### src/rtl/ctrlu_mc.sv
// ctrlu_mc: per-channel CPU start/stop controller with run-cycle budget and cause tracking
module ctrlu_mc #(
  parameter int N_CH  = 4,
  parameter int CNT_W = 32
) (
  input  logic               clk,
  input  logic               rst,
  input  logic [N_CH-1:0]    hps_cmd,
  input  logic [N_CH-1:0]    cpu_halt,
  input  logic [CNT_W-1:0]   budget,
  input  logic [3:0]         sel,
  output logic [2*N_CH-1:0]  state,
  output logic [N_CH-1:0]    alive,
  output logic [2*N_CH-1:0]  cause,
  output logic [CNT_W-1:0]   run_cnt,
  output logic               all_stopped
);
  typedef enum logic [1:0] {
    STOPPED  = 2'b00,
    STARTING = 2'b01,
    STOPPING = 2'b10,
    STARTED  = 2'b11
  } st_t;
  logic [CNT_W-1:0] cnt_all [N_CH];
  logic [N_CH-1:0]  stopped;
  for (genvar i = 0; i < N_CH; i++) begin : g_ch
    st_t              st_q, st_d;
    logic             alive_q, alive_d;
    logic [1:0]       cause_q, cause_d;
    logic [CNT_W-1:0] cnt_q, cnt_d;
    logic             hit;
    // live budget compare: the counter value that makes this the budget-th STARTED cycle
    assign hit = (budget != '0) && (cnt_q >= budget - CNT_W'(1));
    // channel state register; reset aborts any run without recording a cause
    always_ff @(posedge clk or posedge rst) begin
      if (rst) begin
        st_q    <= STOPPED;
        alive_q <= 1'b0;
        cause_q <= 2'b00;
        cnt_q   <= '0;
      end else begin
        st_q    <= st_d;
        alive_q <= alive_d;
        cause_q <= cause_d;
        cnt_q   <= cnt_d;
      end
    end
    // next state: STARTED exits are hps, then halt, then timeout
    always_comb begin
      st_d    = st_q;
      alive_d = alive_q;
      cause_d = cause_q;
      cnt_d   = cnt_q;
      case (st_q)
        STOPPED: if (hps_cmd[i]) begin
          st_d    = STARTING;
          cnt_d   = '0;
          cause_d = 2'b00;
        end
        STARTING: if (!hps_cmd[i]) begin
          st_d    = STARTED;
          alive_d = 1'b1;
        end
        STOPPING: if (!hps_cmd[i]) st_d = STOPPED;
        STARTED: if (hps_cmd[i]) begin
          st_d    = STOPPING;
          alive_d = 1'b0;
          cause_d = 2'b10;
        end else if (cpu_halt[i]) begin
          st_d    = STOPPED;
          alive_d = 1'b0;
          cause_d = 2'b01;
        end else begin
          cnt_d = &cnt_q ? cnt_q : cnt_q + CNT_W'(1);
          if (hit) begin
            st_d    = STOPPED;
            alive_d = 1'b0;
            cause_d = 2'b11;
          end
        end
        default: st_d = STOPPED;
      endcase
    end
    assign state[2*i +: 2] = st_q;
    assign cause[2*i +: 2] = cause_q;
    assign alive[i]        = alive_q;
    assign cnt_all[i]      = cnt_q;
    assign stopped[i]      = (st_q == STOPPED);
  end
  assign all_stopped = &stopped;
  // counter readout mux; out-of-range selects read as zero
  always_comb begin
    run_cnt = '0;
    for (int k = 0; k < N_CH; k++) run_cnt = (sel == 4'(k)) ? cnt_all[k] : run_cnt;
  end
endmodule

### config.mk
export PLATFORM = sky130hd
export DESIGN_NAME = ctrlu_mc
export DESIGN_NICKNAME = d
export VERILOG_FILES = /design/src/rtl/ctrlu_mc.sv
export SDC_FILE = /design/constraint.sdc
export NUM_CORES = 1
export LEC_CHECK = 0
export CORE_ASPECT_RATIO = 1.5
export CORE_MARGIN = 1.5
export CORE_UTILIZATION = 61
export CTS_BUF_LIST = sky130_fd_sc_hd__clkbuf_8
export CTS_CLUSTER_DIAMETER = 50
export CTS_CLUSTER_SIZE = 24
export DETAILED_ROUTE_END_ITERATION = 8
export DONT_BUFFER_PORTS = 1
export PLACE_DENSITY = 0.8
export REMOVE_ABC_BUFFERS = 1
export SKIP_LAST_GASP = 1
export SLEW_MARGIN = 20
export SYNTH_ARGS = -nofsm -noshare
export SYNTH_HDL_FRONTEND = slang
export SYNTH_SLANG_ARGS = --single-unit
### constraint.sdc
create_clock -name clk -period 4.55 [get_ports clk]
set_input_delay 0.455 -clock clk [delete_from_list [all_inputs] [get_ports clk]]
set_output_delay 0.455 -clock clk [all_outputs]
set_load 0.03 [all_outputs]
# After elaboration in Yosys (flattened, before gate mapping)
# Index checks and enable logic that the tools add are counted.
# word_totals
reg_bits	148
inputBits	46
output_inout_bits	53
wordCells	199
# classes
addsub	5
n_lt_le_gt_ge	4
n_eq_ne	43
n_mux	92
n_reduce_logical	39
# op_table
op	n
32-bit 2-to-1 mux	20
32-bit case mux with 2 select lines	4
32-bit by 1-bit adder with 32-bit output, second input constant	4
32-bit greater-or-equal comparator	4
32-bit AND reduction	4
2-bit 2-to-1 mux	40
2-bit != test, second input constant	24
2-bit case mux with 4 select lines	4
32-bit nonzero test	1
32-bit by 1-bit subtractor with 32-bit output, second input constant	1
3-bit AND reduction	8
4-bit AND reduction	5
5-bit AND reduction	4
2-bit equality test, second input constant	8
1-bit 2-to-1 mux	16
4-bit != test, second input constant	4
2-bit case mux with 2 select lines	4
2-bit nonzero test	8
2-bit by 1-bit equality test with 1-bit output, second input constant	4
4-bit by 2-bit equality test with 1-bit output, second input constant	2
2-bit logical NOT	4
1-bit case mux with 2 select lines	4
4-bit by 1-bit equality test with 1-bit output, second input constant	1
1-bit logical AND	4
4-bit logical NOT	1

# Logic depth before layout (Yosys ltp)
# Gate-level depths: netlist of the first run.
# logic_depth
word_depth	7
depth_mapped	17
ltp_nobuf	17

# Least setup slack after synthesis of the first run
# OpenSTA, ideal clock, no wires.
# synth_timing
path_kind	input to register
from	in budget[0]
to	reg g_ch[3].alive_q
setup_time_ps	137
arrival_ps	4291
t_required_ps	4413
slack_ps	121
path_stages	17
path_buffers	0
path_cell_list	inv_1 ha_1 nor3b_1 nand2_1 or4_1 nor2_1 nand2_1 or4_1 xor2_1 ha_1 nand4_1 or2_2 nor3_1 nor4b_1 o211ai_1 a31oi_1 o21ai_0
# synth_between
elab_chain_cells	5
word_cells_on_any_way	6
classes_between	add/sub (1); order compare (1); eq/ne (1); reduce/logical (3)
# synth_rtl
item	line	rtl
start: declaration	10	input logic [CNT_W-1:0] budget,
32-bit by 1-bit subtractor with 32-bit output	33	assign hit = (budget != '0) && (cnt_q >= budget - CNT_W'(1));
32-bit greater-or-equal comparator	33	
1-bit logical AND *	33	
4-bit != test (no source line) *	-	
3-bit AND reduction (no source line) *	-	
end signal: assignment	43	alive_q <= alive_d;
end: declaration	28	logic alive_q, alive_d;
# Every way passes the cells marked *; elsewhere a longest branch is shown, timed or not.
# A chain may end at the register's enable or synchronous reset.

# Worst setup path after layout of the first run
# layout_timing
from	in budget[1]
to	reg g_ch[3].alive_q
# The elaborated chain is that of the path after synthesis.

==> out/metrics.yaml, run 1 <==
coreArea_mm2: 0.01971
layout_commonest_cell: "dfrtp_1"
synth_seq_cells: 148
drv_cap: 0
yosysWarningCount: 0
syn2layout_area_growth_pct: 5.814
synth_ff_type: "dfrtp_1"
dieArea_mm2: 0.02095
hold_path.class: "in -> reg"
finalSetupViolCount: 0
fin_total_pwr_mw: 3.462
grt_pass1_wl_um: 60030
vias_per_cell: 6.847
arrival_ns: 4.68
postSynthAreaPerCell_um2: 8.551
ys_types: 83
crit_path_top_delay_cell: "or4_1"
cp_top_family: "simple AND/OR/NAND/NOR gates"
cts_setup_buffers: 0
antenna_found_initial: 1
final.period_utilization: 0.9475
ioPinCount: 99
finClkSkew_ns: 0.009242
std_cell_rows: 63
synth_area_mm2: 0.01225
worstPathRequired_ns: 4.92
dr.pass1.iters: 6
clockBufferDepth: 2
worstSkewPairLatency_ns: 0.49
crit_chain: "inv_1 > ha_1 > nor3b_1 > nand2_1 > or4_1 > nor2_1 > nand2_1 > or4_1 > xor2_2 > ha_1 > nand4_1 > or2_2 > nor3_1 > nor4b_1 > nand3_1 > a31oi_1 > buf_4 > o21ai_0"
remaining_drc_errors: 0
tns_ns: 0
grt_use_met1: 0.4502
cp-start-kind: "input port"
powerDensity_mw_per_mm2: 267.2
synth_edf_count: 0
fmax_mhz: 232.0
vias: 11580
cts_buffers: 17
yosysSeqAreaShare: 0.3024
async_reset_ff_frac: 1.000
place.gp.congestion: 1.003
critPathCaptureType: "flip-flop"
met3_usage: 0.08559
clkSinkCount: 148
cp_max_fo: 5
htree_num_levels: 4
nets: 1591
clk_pin_slew_ns: 0.08
status: "complete, no violations"
postLayoutCoreUtil: 0.6575
wl_per_cell_um: 22.58
relSlewSlack: 0.3171
peakVddDrop_mv: 0.3379
grt_start_max_net_pins: 85
io_buffer_count: 0
hold_viol: 0
drt-total-wl_um: 38180
track_usage: 0.3728
dieHeight_um: 176.5
synth.area.top_cells: "dfrtp_1, ha_1, xnor2_1"
drive_gt1_frac: 0.06918
period_minus_slack_ns: 4.311
slew_violations: 0
grt_pass1_vias: 10990
die_w_um: 118.7
place_hpwl_um: 29480
synth_cells: 1432
yosysTopAreaCell: "dfrtp_1"
grt_overflow: 0
critical_path_buf_inv_count: 2
final_cell_mix: "dfrtp_1, nor2_1, ha_1"
root_buffer: "clkbuf_8"
p_leak_nw: 5.431
top_usage_layer: "met2"
cts_tree: "done"
grt_use_met2: 0.5959
rsz0062_at_grt: "false"
slowest_delay_ns: 0.46
start_util: 0.6214
synth_top_area_share: 0.3024
drt.antenna.violating_nets: 0
first_iter_violations: 1309
diodes: 0
tightest_slew_ns: 1.024
critical_path_class: "in -> reg"
-- cell families after synthesis --
kind of cell | Yosys count | share of synthesized area
xor+xnor | 101 | 0.07224
mux | 12 | 0.01001
buf+inv | 105 | 0.03556
flops | 148 | 0.3024
compound gates | 375 | 0.2139
simple gates | 565 | 0.2372
fa+ha+maj | 126 | 0.1287
-- flip-flops by register name (all words and copies together), names as in the netlist --
register and flops:
g_ch.alive_q 4, g_ch.st_q 8, g_ch.cnt_q 128, g_ch.cause_q 8
-- repair_timing --
action	in CTS	in global routing
endpoints found under the hold margin	26	0
resized for setup	0	1
hold buffers	1	0
setup endpoints to repair	0	7
-- path summary, 6_finish.rpt --
kind | from | end | slack, ns | cells after the start
setup / recovery | budget[1] | g_ch[3].alive_q | 0.24 | 18
hold / removal | hps_cmd[3] | g_ch[3].st_q[1] | 0.09 | 2
setup reg to reg | g_ch[3].cnt_q[15] | g_ch[3].cnt_q[27] | 1.39 | 7
hold reg to reg | g_ch[0].cnt_q[19] | g_ch[0].cnt_q[19] | 0.63 | 2
max in group asynchronous | rst | g_ch[0].st_q[1] | 2.90 | 3
min in group asynchronous | rst | g_ch[2].cause_q[0] | 0.61 | 2
-- Yosys cell counts, types with 25 or more instances --
library cell and count:
nor2_1 146, inv_1 43, dfrtp_1 148, a21oi_1 87, nor3_1 59, or3_1 31, xor2_1 37, a22o_1 25
nand2_1 108, nand3_1 61, ha_1 126, clkbuf_1 45, xnor2_1 64, nand4_1 37, o21ai_0 80
-- through the flow --
step | worst slack (ns) | instance area (um^2) | cells | hold slack (ns)
2_1_floorplan | 0.08028 | 11970 | 1370 | 0.5221
3_3_place_gp | -0.05227 | 12550 | 1659 | 0.5118
3_5_place_dp | -0.1812 | 12550 | 1659 | 0.5233
4_1_cts | 0.3039 | 12940 | 1691 | 0.07730
5_1_grt | 0.08675 | 12960 | 1691 | 0.07896
6_report | 0.2388 | 12960 | 1691 | 0.09356
-- per-layer routing --
layer	vias to the layer above	wire (um)
met3	119	3053
met2	512	17630
met4	0	2414
li1	5400	-
met5	-	0
met1	5548	15080
-- report_power, final --
part	switching (mW)	leakage, nW	total (mW)	internal [mW]
logic	0.444	3.20	0.687	0.243
clock network	0.514	0.205	1.03	0.519
registers	0.336	2.03	1.74	1.41
-- cell type report --
cell class | instances | area [um^2]
Clock buffer | 20 | 275.3
Clock inverter | 11 | 110.1
Timing Repair Buffer | 30 | 227.7
Inverter | 43 | 166.4
Sequential cell | 148 | 3704
Tap cell | 260 | 325.3
Fill cell | 1671 | 6749
Multi-Input combinational cell | 1179 | 8149
(Power assumes the default switching activity.)
==> run 2: changes to the inputs <==
Settings changed: ABC_CLOCK_PERIOD_IN_PS set to 4550, SETUP_SLACK_MARGIN set to 0.3.
==> run 2 against run 1 <==
Against the previous run:
- sequential power hardly changed
- worst hold slack worse by 0.00068 ns
- critical path depth stayed put
- via count is 0.25% higher
- register-to-register slack hardly changed
- cell area is 0.19% higher
- first-iteration DRC count is 1.5% lower
- global-route usage stayed put
- setup slack better by 0.33 ns
- flip-flop and latch count stayed put
- cell count stayed put
- clock power hardly changed
- critical path type unchanged
- largest cell class unchanged
==> out/metrics.yaml, run 2 (synthesis results as in run 1) <==
status: "complete, no violations"
ioPinCount: 99
drive_gt1_frac: 0.07268
setup_slack_ns: 0.5642
layout_commonest_cell: "dfrtp_1"
critical_path_class: "in -> reg"
coreArea_mm2: 0.01971
grt_pass1_wl_um: 60030
clockBufferDepth: 2
fillers: 1670
drv_cap: 0
tightest_slew_ns: 1.022
grt_pass1_vias: 10990
htree_num_levels: 4
cts_tree: "done"
powerDensity_mw_per_mm2: 266.6
slew_violations: 0
diodes: 0
hold_path.class: "in -> reg"
finClkSkew_ns: 0.009732
root_buffer: "clkbuf_8"
fin_cells: 1691
arrival_ns: 4.33
remaining_drc_errors: 0
std_cell_rows: 63
die_w_um: 118.7
vias: 11610
place_hpwl_um: 29480
period_minus_slack_ns: 3.986
peakVddDrop_mv: 0.3384
largest_reg_flops: 128
vias_per_cell: 6.865
place.gp.congestion: 1.003
dieArea_mm2: 0.02095
first_iter_violations: 1289
dpl-instance-area_mm2: 0.01255
io_buffer_count: 0
cp-start-kind: "input port"
worstSkewPairLatency_ns: 0.50
hold_viol: 0
dr.pass1.iters: 8
finalSetupViolCount: 0
critPathCaptureType: "flip-flop"
pre_cts_slack_ns: -0.1812
regMostFlops: "g_ch.cnt_q"
fmax_mhz: 250.9
clkSinkCount: 148
final.period_utilization: 0.8760
grt_start_max_net_pins: 85
stdcell_area_mm2: 0.01298
top_regs: "g_ch.cnt_q: 128 flops, g_ch.cause_q: 8 flops, g_ch.st_q: 8 flops"
tns_ns: 0
fin_total_pwr_mw: 3.461
drt.antenna.violating_nets: 0
rsz0062_at_grt: "false"
clk_pin_slew_ns: 0.08
grt_overflow: 0
cts_buffers: 17
relSlewSlack: 0.3187
track_usage: 0.3728
p_leak_nw: 5.433
wl_per_cell_um: 22.51
antenna_found_initial: 1
cp_max_fo: 5
start_util: 0.6214
dp.cells: 1659
drt-total-wl_um: 38070
nets: 1591
dieHeight_um: 176.5
final_cell_mix: "dfrtp_1, nor2_1, ha_1"
syn2layout_area_growth_pct: 6.019
worstPathRequired_ns: 4.90
==> run 2: cell counts in the layout (fill, tap and decap cells not counted) <==
Identical to the previous run, type by type.
==> run 2: area by class of cell <==
cell class	instances	area, um^2	area share
clock inverter	11	110.1	0.008481
multi-input combinational	1179	8174	0.6296
clock buffer	20	275.3	0.02120
sequential	148	3704	0.2853
inverter	43	166.4	0.01282
tap	260	325.3	0.02506
timing repair buffer	30	227.7	0.01754
==> run 2: final timing paths <==
check | slack, ns | start | cells after the start | end
worst max-delay path | 0.56 | budget[1] | 18 | g_ch[1].st_q[0]
worst max register to register | 1.40 | g_ch[2].st_q[1] | 7 | g_ch[2].cnt_q[29]
worst min-delay path | 0.09 | hps_cmd[3] | 2 | g_ch[3].st_q[1]
max in group asynchronous | 2.89 | rst | 3 | g_ch[0].st_q[1]
worst min register to register | 0.63 | g_ch[0].cnt_q[19] | 2 | g_ch[0].cnt_q[19]
min in group asynchronous | 0.61 | rst | 2 | g_ch[1].cnt_q[8]
==> run 2: per-stage QoR <==
step,util,hold slack [ns]
6_report,0.6588,0.09289
2_1_floorplan,-,0.5221
5_1_grt,0.6588,0.07896
3_5_place_dp,0.6368,0.5233
3_3_place_gp,0.6368,0.5118
4_1_cts,0.6569,0.07730
==> run 2: power by group <==
group / internal, mW / switching [mW] / total, mW
clock: 0.519 / 0.514 / 1.03
combinational: 0.243 / 0.444 / 0.688
sequential: 1.41 / 0.335 / 1.74
total: 2.17 / 1.29 / 3.46
==> run 2: what timing repair did <==
| action | CTS | global route |
|---|---|---|
| resized for setup | 0 | 6 |
| setup buffers | 0 | 0 |
| endpoints found under the hold margin | 26 | 0 |
| hold buffers | 1 | 0 |
| setup endpoints to repair | 0 | 13 |
==> run 2: critical path, stage by stage <==
cell      delay [ns]
inv_1           0.07
ha_1            0.18
nor3b_2         0.19
nand2_1         0.08
or4_1           0.46
nor2_2          0.24
nand2_1         0.11
or4_1           0.45
xor2_2          0.22
ha_1            0.32
nand4_1         0.16
nor4_2          0.34
o21ai_0         0.13
a311oi_1        0.27
o211ai_1        0.14
a31oi_1         0.24
buf_4           0.19
o22ai_1         0.08
==> run 2: routing by layer <==
layer | part of all wire | wire length (um) | GRT usage
met4 | 0.067 | 2554 | 0.2470
met1 | 0.39 | 14960 | 0.4502
met3 | 0.080 | 3050 | 0.08559
met2 | 0.46 | 17510 | 0.5959
met5 | 0 | 0 | 0
==> run 3: changes to the inputs <==
Settings changed: CTS_CLUSTER_DIAMETER 50 to unset.
==> results of run 3 <==
Final layout, timing and power as in run 2 (identical DEF).
==> variant 1, RTL diff (config.mk and constraints of run 2) <==
Set the parameter `CNT_W` to 16 (it was 32).
--- a/src/rtl/ctrlu_mc.sv
+++ b/src/rtl/ctrlu_mc.sv
@@ -2,5 +2,5 @@
 module ctrlu_mc #(
   parameter int N_CH  = 4,
-  parameter int CNT_W = 32
+  parameter int CNT_W = 16
 ) (
   input  logic               clk,
Interface: changed (resized budget and run_cnt); port bits go from 99 to 67. The function was not compared with the original's and may differ.
==> variant 1 against run 2 <==
- design area shrank 46%
- count of clock-buffer cells in the layout is 11 lower
- area after synthesis fell by 45%
- combinational power fell by 4.1%
- via count fell by 48%
- final cell count fell by 48%
- setup slack better by 0.28 ns
- total power down 28%
- first-iteration DRC count fell by 68%
- worst hold slack got worse by 0.068 ns
- sequential cell count is 64 lower
- synthesized cell count fell by 48%
- routed wire length fell by 50%
- critical endpoint is now g_ch[1].cause_q[0]$_DFFE_PP0P_
- largest power group unchanged
==> variant 1: results (changes against run 2) <==
| Metric | Value |
|---|---|
| Placer Congestion | 0.958 (-4.5%) |
| H-tree lvl count | 3 (-1) |
| R2R setup slack | 1.86 ns (+0.46 ns) |
| Post_cts resized | 0 (unchanged) |
| Fmax | 270 MHz (+7.5%) |
| Dpl ws | 0.539 ns (+0.720 ns) |
| Synth cell types | 77 (-7.2%) |
| Clk root buf | clkbuf_8 |
| Number of global-route vias before repair | 6,046 (-45%) |
| Final HPWL DP | 14.6 mm (-51%) |
| Most frequent cells after synthesis | dfrtp_1 (84), nor2_1 (75), ha_1 (62), nand2_1 (49), o21ai_0 (47) |
| First-pass GRT wire length | 30.2 mm (-50%) |
| Sequential element share of the synthesized area | 30.9% (+0.70 points) |
| Layout cells sized above 1 | 8.39% (+1.1 points) |
| Fin Clk Skew | 0.0114 ns (+0.00169 ns) |
| Run status | finished clean |
| Post-synth ARST share | 100% (unchanged) |
| Pin count of the biggest net entering global routing | 49 (-42%) |
| Antenna violations before repair | 0 (-1) |
| Pre-antenna DRT Iters | 5 (-3) |
| Wirelength per Cell | 21.7 µm (-3.6%) |
| Static leakage | 3.03 nW (-44%) |
| Postcts setup bufs | 0 (unchanged) |
| Max VDD drop | 234 µV (-31%) |
| Slowest stage delay, CP | 0.59 ns (+0.13 ns) |
| Largest fanout on the critical path | 11 (+6) |
| Crit-path slowest cell | a21boi_0 |
| CP top delay family | compound AO/OA/AOI/OAI gates |
| CTS Buf Count | 9 (-8) |
| Hold crit path type | in2async |
| Vias/cell | 6.93 (+0.92%) |
| # diodes | 0 (unchanged) |
| Final nets | 814 (-49%) |
| Slew margin rel. | 39.2% (+7.4 points) |
| Worst-path clk slew | 0.09 ns |
| Global-route usage over all layers | 33.6% (-3.7 points) |
| Top Registers | g_ch.cnt_q (64), g_ch.cause_q (8), g_ch.st_q (8) |
| Synth top area cells | dfrtp_1 (31%), ha_1 (11%), mux4_2 (5.3%) |
| Main flop type after synthesis | dfrtp_1 |
| Buffers added on ports | 0 (unchanged) |
| Detail Route Antenna Nets | 0 (unchanged) |
| Clock buffer depth | 2 (unchanged) |
| Synth warnings | 0 (unchanged) |
| Iteration-0 DRC count of the detailed router | 414 (-68%) |
| Clk Latency, worst-skew pair | 0.38 ns (-0.12 ns) |
==> variant 1: power breakdown <==
part	total (mW)	switching [mW]	internal, mW
Sequential	1.24	0.385	0.855
Clock	0.605	0.293	0.312
Combinational	0.660	0.390	0.270
==> variant 1: worst register-to-register path, cell delays in order (launching register included) <==
cell and delay, ns:
dfrtp_1 0.76, and2_1 0.35, nand2_1 0.15, a31oi_2 0.67, nor2_1 0.22, a21o_1 0.21, a22o_1 0.22
==> variant 1: layer usage <==
metal	GRT usage, %	routed length, µm	share of wire (%)	vias up
met5	0	0	0	-
met4	20.1	1090	5.7	0
met3	6.57	1490	7.8	73
met2	56.6	9490	50	327
met1	38.3	6910	36	2915
li1	-	-	-	2740
==> variant 1: logic make-up after synthesis <==
logic type	after synthesis	share of synthesized area [%]
buffers and inverters	55	3.76
adders and majority gates	62	11.4
DFF	84	30.9
muxes	20	5.91
AOI/OAI and AO/OA	184	19.0
xor gates and xnor gates	52	6.70
and+or+nand+nor	285	22.3
==> variant 1: final cells by class <==
type	instances	area, µm²
clock buffer	9	124
clock inverter	7	97.6
fill	905	3880
inverter	23	87.6
multi-input combinational	603	4450
sequential	84	2100
tap	147	184
timing repair buffer	1	7.51
==> variant 1: worst paths after layout <==
kind / startpoint / endpoint / depth (start not counted)
setup / recovery: budget[0] / g_ch[1].cause_q[0]$_DFFE_PP0P_ / 13
hold / removal: rst / g_ch[1].cnt_q[7]$_DFFE_PP0P_ / 1
setup reg to reg: g_ch[2].st_q[1]$_DFFE_PP0P_ / g_ch[2].cnt_q[5]$_DFFE_PP0P_ / 6
hold reg to reg: g_ch[3].cnt_q[3]$_DFFE_PP0P_ / g_ch[3].cnt_q[3]$_DFFE_PP0P_ / 1
max in group asynchronous: rst / g_ch[2].cnt_q[10]$_DFFE_PP0P_ / 2
min in group clk: hps_cmd[3] / g_ch[3].cause_q[1]$_DFFE_PP0P_ / 1
==> variant 1: per-stage QoR <==
step	cell area [µm²]	std cells	hold slack (ns)
after floorplan	6620	710	0.495
after global routing	7050	874	0.0695
after global placement	6820	858	0.438
final	7050	874	0.0247
after detailed placement	6820	858	0.445
after CTS	7040	874	0.0361
==> variant 2, RTL diff (settings of run 2) <==
Made on the original files. Add an input register stage for `hps_cmd`, `cpu_halt`, `budget` and `sel`, without a reset; this delays them by one clock. Comments in the files are not updated.
--- a/src/rtl/ctrlu_mc.sv
+++ b/src/rtl/ctrlu_mc.sv
@@ -22,4 +22,17 @@
     STARTED  = 2'b11
   } st_t;
+
+  logic [N_CH-1:0] hps_cmd_q;
+  logic [N_CH-1:0] cpu_halt_q;
+  logic [CNT_W-1:0] budget_q;
+  logic [3:0] sel_q;
+
+  always_ff @(posedge clk) begin
+    hps_cmd_q  <= hps_cmd;
+    cpu_halt_q <= cpu_halt;
+    budget_q   <= budget;
+    sel_q      <= sel;
+  end
+
   logic [CNT_W-1:0] cnt_all [N_CH];
   logic [N_CH-1:0]  stopped;
@@ -31,5 +44,5 @@
     logic             hit;
     // live budget compare: the counter value that makes this the budget-th STARTED cycle
-    assign hit = (budget != '0) && (cnt_q >= budget - CNT_W'(1));
+    assign hit = (budget_q != '0) && (cnt_q >= budget_q - CNT_W'(1));
     // channel state register; reset aborts any run without recording a cause
     always_ff @(posedge clk or posedge rst) begin
@@ -53,19 +66,19 @@
       cnt_d   = cnt_q;
       case (st_q)
-        STOPPED: if (hps_cmd[i]) begin
+        STOPPED: if (hps_cmd_q[i]) begin
           st_d    = STARTING;
           cnt_d   = '0;
           cause_d = 2'b00;
         end
-        STARTING: if (!hps_cmd[i]) begin
+        STARTING: if (!hps_cmd_q[i]) begin
           st_d    = STARTED;
           alive_d = 1'b1;
         end
-        STOPPING: if (!hps_cmd[i]) st_d = STOPPED;
-        STARTED: if (hps_cmd[i]) begin
+        STOPPING: if (!hps_cmd_q[i]) st_d = STOPPED;
+        STARTED: if (hps_cmd_q[i]) begin
           st_d    = STOPPING;
           alive_d = 1'b0;
           cause_d = 2'b10;
-        end else if (cpu_halt[i]) begin
+        end else if (cpu_halt_q[i]) begin
           st_d    = STOPPED;
           alive_d = 1'b0;
@@ -92,5 +105,5 @@
   always_comb begin
     run_cnt = '0;
-    for (int k = 0; k < N_CH; k++) run_cnt = (sel == 4'(k)) ? cnt_all[k] : run_cnt;
+    for (int k = 0; k < N_CH; k++) run_cnt = (sel_q == 4'(k)) ? cnt_all[k] : run_cnt;
   end
 endmodule
Check against the original RTL: not equivalent (a bounded check fails within 4 cycles, from zero or initial values and one cycle with rst high).
==> variant 2 against run 2 <==
- via count decreased by 3.4%
- count of clock-buffer cells in the layout is 2 higher
- total power rose by 19%
- sequential cell count up 44
- design area up 10%
- area after synthesis increased by 4.3%
- setup slack lost 0.26 ns
- routed wire length fell by 3.0%
==> variant 2: results (changes against run 2) <==
| Metric | Value |
|---|---|
| Reg2Reg Depth | 16 (+9) |
| Crit-path slowest cell | or4_4 |
| Non-clk buf share | 5.81% (+4.1 points) |
| Tightest Pin Transition | 1.08 ns (+0.0606 ns) |
| Synth cell types | 69 (-17%) |
| Comb_multi_in | 1,099 (-6.8%) |
| Synth top area cells | dfrtp_1 (29%), ha_1 (12%), dfxtp_1 (6.9%) |
| Worst hold path endpoint | cpu_halt_q[3]$_DFF_P_ |
| FFs & Latches | 192 (+30%) |
| Bufs w/o clock | 96 (+220%) |
| Layout cells sized above 1 | 11.2% (+3.9 points) |
| Vias/cell | 6.54 (-4.7%) |
| Run status | finished clean |
| Sequential share of power | 53.9% (+3.6 points) |
| Max VDD drop | 232 µV (-31%) |
| Hold depth | 1 (-1) |
| Placer Congestion | 0.965 (-3.9%) |
| Sequential element share of the synthesized area | 35.9% (+5.6 points) |
| R2r startpoint | budget_q[9]$_DFF_P_ |
| Pre-antenna DRT Iters | 7 (-1) |
| First-pass GRT wire length | 57.6 mm (-4.0%) |
| Inverters | 30 (-30%) |
| Iteration-0 DRC count of the detailed router | 998 (-23%) |
| Most frequent cells after synthesis | nor2_1 (159), dfrtp_1 (148), ha_1 (126), nand2_1 (95) |
| Worst-path clk slew | 0.10 ns (+0.02 ns) |
| Dpl ws | -0.133 ns (+0.0486 ns) |
| Global-route usage over all layers | 34.4% (-2.8 points) |
variant 2: how the worst max path moves through the flow:
| stage | slack, ns | endpoint | from | depth (start not counted) |
|---|---|---|---|---|
| final | 0.30 | g_ch[0].cause_q[0]$_DFFE_PP0P_ | budget_q[9]$_DFF_P_ | 16 |
| after global routing | 0.14 | g_ch[1].st_q[1]$_DFFE_PP0P_ | budget_q[9]$_DFF_P_ | 14 |
| after CTS | 0.28 | g_ch[0].cause_q[0]$_DFFE_PP0P_ | budget_q[9]$_DFF_P_ | 18 |
| after detailed placement | -0.13 | g_ch[2].cause_q[1]$_DFFE_PP0P_ | budget_q[9]$_DFF_P_ | 14 |
| after global placement | -0.12 | g_ch[2].cause_q[0]$_DFFE_PP0P_ | budget_q[9]$_DFF_P_ | 14 |
| after floorplan | 0.12 | g_ch[0].alive_q$_DFFE_PP0P_ | rst | 1 |
variant 2: cells by family (layout without fill, tap and decap cells):
logic type               after synthesis  in the layout  synth area share (%)
multiplexers                          32             32                  5.64
adder cells (fa/ha/maj)              130            130                  12.7
flip-flops                           192            192                  35.9
buffers and inverters                 77            158                  2.39
AND/OR/NAND/NOR                      575            575                  23.1
AO/OA/AOI/OAI                        240            240                  12.0
XOR/XNOR                             122            122                  8.37
variant 2: metal layers:
| layer | track usage, % | share of wire, % | up-vias |
|---|---|---|---|
| li1 | - | - | 5113 |
| met1 | 40.0 | 37 | 5457 |
| met2 | 57.4 | 50 | 490 |
| met3 | 5.51 | 5.4 | 151 |
| met4 | 24.4 | 7.8 | 0 |
| met5 | 0 | 0 | - |
variant 2: what timing repair did:
item                                    CTS  global route
endpoints found under the hold margin   121             0
resized for setup                        15            23
endpoints found under the setup margin   20            20
hold buffers                             45             0
pin swaps                                 3             8
setup buffers                             7             5
